$ cat config.mk
export PLATFORM = sky130hd
export DESIGN_NAME = dyser_output_port_flat
export DESIGN_NICKNAME = d
export VERILOG_FILES = /design/src/rtl/dyser_output_port_if.sv /design/src/rtl/dyser_output_port.sv /design/src/flat_wrapper.sv
export SDC_FILE = /design/constraint.sdc
export NUM_CORES = 1
export LEC_CHECK = 0
export CAP_MARGIN = 15
export CORE_AREA = 2 2 128 117
export CTS_CLUSTER_DIAMETER = 50
export DETAILED_ROUTE_END_ITERATION = 10
export DIE_AREA = 0 0 130 119
export GPL_ROUTABILITY_DRIVEN = 1
export GPL_TIMING_DRIVEN = 0
export HOLD_SLACK_MARGIN = 0.15
export PLACE_DENSITY = 0.83
export SYNTH_ARGS = -nofsm -noshare
export SYNTH_HDL_FRONTEND = slang
export SYNTH_SLANG_ARGS = --single-unit
$ cat constraint.sdc
create_clock -name clk -period 6.3 [get_ports clk]
set_clock_uncertainty 0.15 [all_clocks]
set_input_delay 0.945 -clock clk [delete_from_list [all_inputs] [get_ports clk]]
set_output_delay 0.945 -clock clk [all_outputs]
set_load 0.05 [all_outputs]
$ cat src/rtl/dyser_output_port_if.sv
// -----------------------------------------------------------------------------
// dyser_output_port_if
//
// Host-side handshake bundle of the DySER output port. The port presents the
// head-of-FIFO token (out_data/out_valid) and the host answers with out_ready.
//
// Signals:
//   out_data   head-of-FIFO data, `PATH_WIDTH-1 bits
//   out_valid  FIFO non-empty
//   out_ready  host accepts the head token this cycle
//
// Modports:
//   master  the output port (drives out_data/out_valid, samples out_ready)
//   slave   the host        (samples out_data/out_valid, drives out_ready)
// -----------------------------------------------------------------------------
`ifndef PATH_WIDTH
`define PATH_WIDTH 33
`endif

interface dyser_output_port_if #(
    parameter int DATA_W = `PATH_WIDTH - 1
);
    logic [DATA_W-1:0] out_data;
    logic              out_valid;
    logic              out_ready;

    modport master (
        output out_data,
        output out_valid,
        input  out_ready
    );

    modport slave (
        input  out_data,
        input  out_valid,
        output out_ready
    );
endinterface

$ cat src/rtl/dyser_output_port.sv
// -----------------------------------------------------------------------------
// dyser_output_port
//
// Sink that terminates one DySER edge-switch output direction. Tokens whose
// valid bit is set are captured into a small FIFO and offered to the host with
// a valid/ready handshake. Every token the host consumes frees one FIFO entry
// and is returned to the upstream switch stage as a one-cycle credit pulse,
// closing the credit loop the switch's c_in_* inputs expect.
//
// Parameters:
//   ADDR_W        FIFO address width, DEPTH = 2**ADDR_W (1..5)
//   INIT_CREDITS  credits held upstream after reset; equals DEPTH and is
//                 used only to detect a token arriving with no credit behind it
//
// Ports:
//   clk        system clock
//   rst_n      asynchronous active-low reset
//   d_in       switch output bus: [0] ready (ignored), [1] valid,
//              [`PATH_WIDTH:2] data
//   c_out      credit return, one-cycle pulse per freed entry
//   host       host handshake (out_data, out_valid, out_ready), master side
//   count      FIFO occupancy, 0..DEPTH
//   overflow   sticky: a token arrived while full and nothing was popped
//   tok_count  tokens delivered to the host
//
// Build option:
//   DYSER_OPORT_STATS_EN  when defined, tok_count is a free-running 32-bit
//                         delivered-token counter; otherwise it is tied to 0
//                         and no counter is built.
//
// Timing: every output is a flop, so nothing depends combinationally on d_in
// or out_ready. A token pushed at edge N is visible on out_data with
// out_valid=1 right after edge N; there is no same-edge bypass to the host.
// -----------------------------------------------------------------------------
`ifndef PATH_WIDTH
`define PATH_WIDTH 33
`endif

module dyser_output_port #(
    parameter int ADDR_W       = 2,
    parameter int INIT_CREDITS = 4
) (
    input  logic                  clk,
    input  logic                  rst_n,
    input  logic [`PATH_WIDTH:0]  d_in,
    output logic                  c_out,
    dyser_output_port_if.master   host,
    output logic [ADDR_W:0]       count,
    output logic                  overflow,
    output logic [31:0]           tok_count
);

    localparam int DEPTH  = 1 << ADDR_W;
    localparam int DATA_W = `PATH_WIDTH - 1;

    localparam logic [ADDR_W:0]   DEPTH_CNT  = DEPTH[ADDR_W:0];
    localparam logic [ADDR_W:0]   CREDIT_CNT = INIT_CREDITS[ADDR_W:0];
    localparam logic [ADDR_W-1:0] PTR_ONE    = {{(ADDR_W-1){1'b0}}, 1'b1};
    localparam logic [ADDR_W:0]   CNT_ONE    = {{ADDR_W{1'b0}}, 1'b1};

    // -------------------------------------------------------------------------
    // Input bus decode. The upstream ready bit carries no meaning here because
    // flow control is entirely credit based.
    // -------------------------------------------------------------------------
    logic              tok_valid;
    logic [DATA_W-1:0] tok_data;
    logic              unused_upstream_ready;

    assign tok_valid             = d_in[1];
    assign tok_data              = d_in[`PATH_WIDTH:2];
    assign unused_upstream_ready = d_in[0];

    // -------------------------------------------------------------------------
    // State
    // -------------------------------------------------------------------------
    logic [DATA_W-1:0] mem [DEPTH];

    logic [ADDR_W-1:0] wptr_reg, wptr_next;
    logic [ADDR_W-1:0] rptr_reg, rptr_next;
    logic [ADDR_W:0]   count_reg, count_next;
    logic              valid_reg, valid_next;
    logic [DATA_W-1:0] head_reg, head_next;
    logic              c_out_reg;
    logic              overflow_reg, overflow_next;

    // -------------------------------------------------------------------------
    // Push / pop qualification.
    // Fullness comes from the occupancy counter, never from pointer equality,
    // so wptr==rptr is unambiguous. A full FIFO still accepts a token when the
    // head leaves in the same cycle, because the freed slot is the one the
    // write pointer is sitting on.
    // -------------------------------------------------------------------------
    logic full;
    logic pop;
    logic push;
    logic ovf_hit;

    assign full    = (count_reg == DEPTH_CNT);
    assign pop     = valid_reg & host.out_ready;
    assign push    = tok_valid & (~full | pop);
    // A token with no free entry and no departing head means the upstream
    // stage sent without a credit; the token is lost and the error latches.
    assign ovf_hit = tok_valid & (count_reg == CREDIT_CNT) & ~pop;

    // -------------------------------------------------------------------------
    // Next-state logic
    // -------------------------------------------------------------------------
    always_comb begin
        wptr_next     = wptr_reg;
        rptr_next     = rptr_reg;
        count_next    = count_reg;
        head_next     = head_reg;
        overflow_next = overflow_reg | ovf_hit;

        if (push) begin
            wptr_next = wptr_reg + PTR_ONE;
        end
        if (pop) begin
            rptr_next = rptr_reg + PTR_ONE;
        end

        unique case ({push, pop})
            2'b10:   count_next = count_reg + CNT_ONE;
            2'b01:   count_next = count_reg - CNT_ONE;
            default: count_next = count_reg;
        endcase

        valid_next = (count_next != '0);

        // The head register is the registered read port of the FIFO storage.
        // It must show mem[rptr_next] after the edge; when that slot is the
        // one being written at this very edge (FIFO empty before, or a single
        // entry being replaced by a push+pop), the incoming token is taken
        // directly since the array write has not landed yet. When the FIFO
        // becomes empty the head simply holds its last value.
        if (count_next != '0) begin
            if (push && (wptr_reg == rptr_next)) begin
                head_next = tok_data;
            end else begin
                head_next = mem[rptr_next];
            end
        end
    end

    // -------------------------------------------------------------------------
    // FIFO storage: write-only array, read through head_reg.
    // Contents are not reset; occupancy and pointers define what is live.
    // -------------------------------------------------------------------------
    always_ff @(posedge clk) begin
        if (push) begin
            mem[wptr_reg] <= tok_data;
        end
    end

    // -------------------------------------------------------------------------
    // Control registers. Reset also cancels a credit pulse that would have
    // followed a pop in the cycle the reset arrived.
    // -------------------------------------------------------------------------
    always_ff @(posedge clk or negedge rst_n) begin
        if (!rst_n) begin
            wptr_reg     <= '0;
            rptr_reg     <= '0;
            count_reg    <= '0;
            valid_reg    <= 1'b0;
            head_reg     <= '0;
            c_out_reg    <= 1'b0;
            overflow_reg <= 1'b0;
        end else begin
            wptr_reg     <= wptr_next;
            rptr_reg     <= rptr_next;
            count_reg    <= count_next;
            valid_reg    <= valid_next;
            head_reg     <= head_next;
            c_out_reg    <= pop;
            overflow_reg <= overflow_next;
        end
    end

    // -------------------------------------------------------------------------
    // Delivered-token statistics
    // -------------------------------------------------------------------------
`ifdef DYSER_OPORT_STATS_EN
    logic [31:0] tok_count_reg;

    // Free-running: wraps from all-ones back to zero.
    always_ff @(posedge clk or negedge rst_n) begin
        if (!rst_n) begin
            tok_count_reg <= '0;
        end else if (pop) begin
            tok_count_reg <= tok_count_reg + 32'd1;
        end
    end

    assign tok_count = tok_count_reg;
`else
    assign tok_count = '0;
`endif

    // -------------------------------------------------------------------------
    // Outputs
    // -------------------------------------------------------------------------
    assign host.out_data  = head_reg;
    assign host.out_valid = valid_reg;
    assign c_out          = c_out_reg;
    assign count          = count_reg;
    assign overflow       = overflow_reg;

endmodule
$ cat src/flat_wrapper.sv
// flat-port wrapper written by rule: the top's interface ports become plain ports
module dyser_output_port_flat 
#(
    parameter int ADDR_W       = 2,
    parameter int INIT_CREDITS = 4
)
  (clk, rst_n, d_in, c_out, count, overflow, tok_count, host_out_data, host_out_valid, host_out_ready);
  dyser_output_port_if host_i ();
  input  logic clk;
  input  logic rst_n;
  input  logic [`PATH_WIDTH:0] d_in;
  output logic c_out;
  output logic [ADDR_W:0] count;
  output logic overflow;
  output logic [31:0] tok_count;
  output wire logic [$bits(host_i.out_data)-1:0] host_out_data;
  output wire logic [$bits(host_i.out_valid)-1:0] host_out_valid;
  input wire logic [$bits(host_i.out_ready)-1:0] host_out_ready;
  assign host_out_data = host_i.out_data;
  assign host_out_valid = host_i.out_valid;
  assign host_i.out_ready = host_out_ready;
  dyser_output_port #(.ADDR_W(ADDR_W), .INIT_CREDITS(INIT_CREDITS)) u_core (.clk(clk), .rst_n(rst_n), .d_in(d_in), .c_out(c_out), .host(host_i), .count(count), .overflow(overflow), .tok_count(tok_count));
endmodule
==> out/summary.txt <==
cts bufs inserted -> 17
switching part of the total -> 43.4%
Post-synth ARST share -> 24.7%
# clock sinks -> 170
power consumption -> 5.14 mW
Sequential Power Share -> 33.4%
IO buf count -> 72
Logic pwr share -> 48.1%
status -> finished, final reports clean
CTS root buffer -> clkbuf_16
largest area contributor in the netlist -> edfxtp_1
drt pass-1 iters -> 6
VDD IR-drop max -> 0.000324 V
setup TNS -> 0 ns
RSZ-0062 raised after global routing -> false
Crit Path Max Fanout -> 10
Cell variety after synth -> 42
share of cells above drive strength 1 -> 9.54%
top-area cell type share of the netlist area -> 47.0%
Initial Util -> 57.0%
Crit Path Category -> primary input to register
post-synthesis instance total -> 764
CORE AREA -> 14300 µm²
Tcrit/Tclk final -> 59.0%
slew margin rel. -> 37.1%
largest cells by area after synthesis -> edfxtp_1, dfrtp_1, nand2_1, mux2i_1, a32oi_1
top-count cell post-synth -> nand2_1
dpl cell area -> 9310 µm²
initial DRC count -> 998
global route overflow -> 0
worst hold path class -> primary input to asynchronous set/reset pin
drt total wl -> 21.1 mm
Synth top cells by count -> nand2_1, edfxtp_1, dfrtp_1, nor2_1, buf_4
global-route wire length before repair -> 32.8 mm
register area share after synthesis -> 59.9%
Fillers -> 1088
final worst setup slack -> 2.58 ns
row count -> 42
max-slew violations -> 0
Placer Congestion -> 0.867
CTS max path bufs -> 2
EDFF count, synth -> 128
worst slew pin tran -> 0.943 ns
max cap viols -> 0
arrival time worst endpoint -> 3.87 ns
synthesized flop and latch total -> 170
Critical Path End Type -> register
Post-DP HPWL -> 13.3 mm
Avg Vias per Cell -> 6.01
drc violations -> 0
GRT Total Usage -> 28.4%
Diodes inserted -> 0
wire per inst -> 19.2 µm
register area -> 4890 µm²
minimum clock period -> 3.72 ns
hold_buf cts -> 0
Psw -> 2.23 mW
setup slack at placement -> 2.18 ns
Required @ worst endpoint -> 6.45 ns
max reg flops -> 128
die height -> 119 µm
area of the multi-input gates -> 2880 µm²
IO Count -> 107
ANT nets after route -> 0
Main synth FF type -> edfxtp_1
number of post-CTS setup repair buffers -> 0
area growth from synthesis to layout -> 20.3%
clock latency at the later pin of the worst-skew pair -> 0.43 ns
Critical Path Start Type -> primary input
CTS resizes -> 0
via total after detailed routing -> 6607
Final Cell Area -> 9840 µm²
Fin. Hold Viols -> 0
Mapped Avg Cell Area -> 10.7 µm²
YS warnings -> 0
clock slew seen by the registers of the worst setup and hold paths -> 0.06 ns
CTS tree -> yes
Final Setup Violations -> 0
Mapped Area -> 8180 µm²
initial antenna violation count -> 0
# nets final -> 930
DIE AREA -> 15500 µm²
Int Pwr -> 2.91 mW
Peak Freq -> 269 MHz
Lkg Pwr -> 3.77 nW
largest net degree at the start of global routing -> 33
power share of the clock group -> 18.5%
Die Span X -> 130 µm
H-Tree Depth -> 4
Cell Pwr Density -> 522 nW/µm²
vias in the first global route -> 6265
[per-layer routing]
| metal | up-vias | global-route usage, % | wire length [µm] |
|---|---|---|---|
| li1 | 2961 | - | - |
| met1 | 3119 | 38.3 | 8250 |
| met2 | 463 | 44.2 | 10000 |
| met3 | 64 | 6.06 | 2260 |
| met4 | 0 | 13.2 | 593 |
| met5 | - | 0 | 0 |
[critical path, stage by stage]
cell             delay, ns
clkdlybuf4s50_1       0.57
nand2_1               0.23
nor2_1                0.21
inv_1                 0.10
fa_1                  0.45
o311a_1               0.40
o31ai_1               0.34
buf_4                 0.27
buf_4                 0.23
o31ai_1               0.13
[power by group through the flow]
stage	logic (mW)	registers [mW]	clock network (mW)
6_report	2.47	1.72	0.951
5_1_grt	2.62	1.75	1.00
4_1_cts	2.45	1.71	0.954
3_5_place_dp	2.43	1.73	0
3_3_place_gp	2.37	1.73	0
2_1_floorplan	1.24	2.13	0
[through the flow]
stage | instances | hold slack [ns] | utilization, %
after global placement | 1065 | 0.306 | 64.6
final | 1099 | 0.321 | 68.6
after floorplan | 795 | 0.463 | -
after CTS | 1099 | 0.322 | 68.6
after detailed placement | 1067 | 0.307 | 64.9
after global routing | 1099 | 0.350 | 68.6
[cell usage in the layout (no fill, tap or decap), drive strengths merged, types with 2 or more instances in the layout]
cell type	count
nand4b	2
buf	58
o21ai	3
dfrtp	42
o31ai	34
edfxtp	128
clkdlybuf4s50	71
and3b	2
and2	4
xnor2	4
nor2b	3
a21boi	2
conb	32
a31oi	31
clkinv	2
nand2	226
nand3	32
a32oi	31
clkbuf	58
a21oi	5
o31a	2
ha	4
nand4	31
inv	8
mux2i	33
clkinvlp	3
nor2	37
[cell families after synthesis]
family | Yosys count | synth area share (%)
other | 1 | 0.0459
DFF | 170 | 59.9
AOI/OAI and AO/OA | 115 | 10.5
xor gates and xnor gates | 4 | 0.428
adders and majority gates | 5 | 0.857
muxes | 34 | 4.18
buffers and inverters | 94 | 6.41
and+or+nand+nor | 341 | 17.7
[layout make-up]
class,count,share of cell area (%)
flip-flops and latches,170,49.7
inverters,7,0.267
clock buffers,26,4.97
multi-input cells,531,29.3
well taps,198,2.52
clock inverters,6,0.420
plain buffers,87,5.06
repair buffers,74,7.76
[final timing paths]
kind                                             from                       to  slack (ns)  depth (start not counted)
worst min register to register        u_core.overflow          u_core.overflow        0.32                          1
worst max-delay path                   host_out_ready  u_core.host.out_data[5]        2.58                         10
min in group clk                      u_core.overflow          u_core.overflow        0.32                          1
worst max register to register  u_core.host.out_valid  u_core.host.out_data[5]        3.21                          9
worst min-delay path                            rst_n          u_core.count[0]        0.32                          1
max in group asynchronous                       rst_n  u_core.host.out_data[2]        5.15                          2
Power figures use the tool's default switching activity.
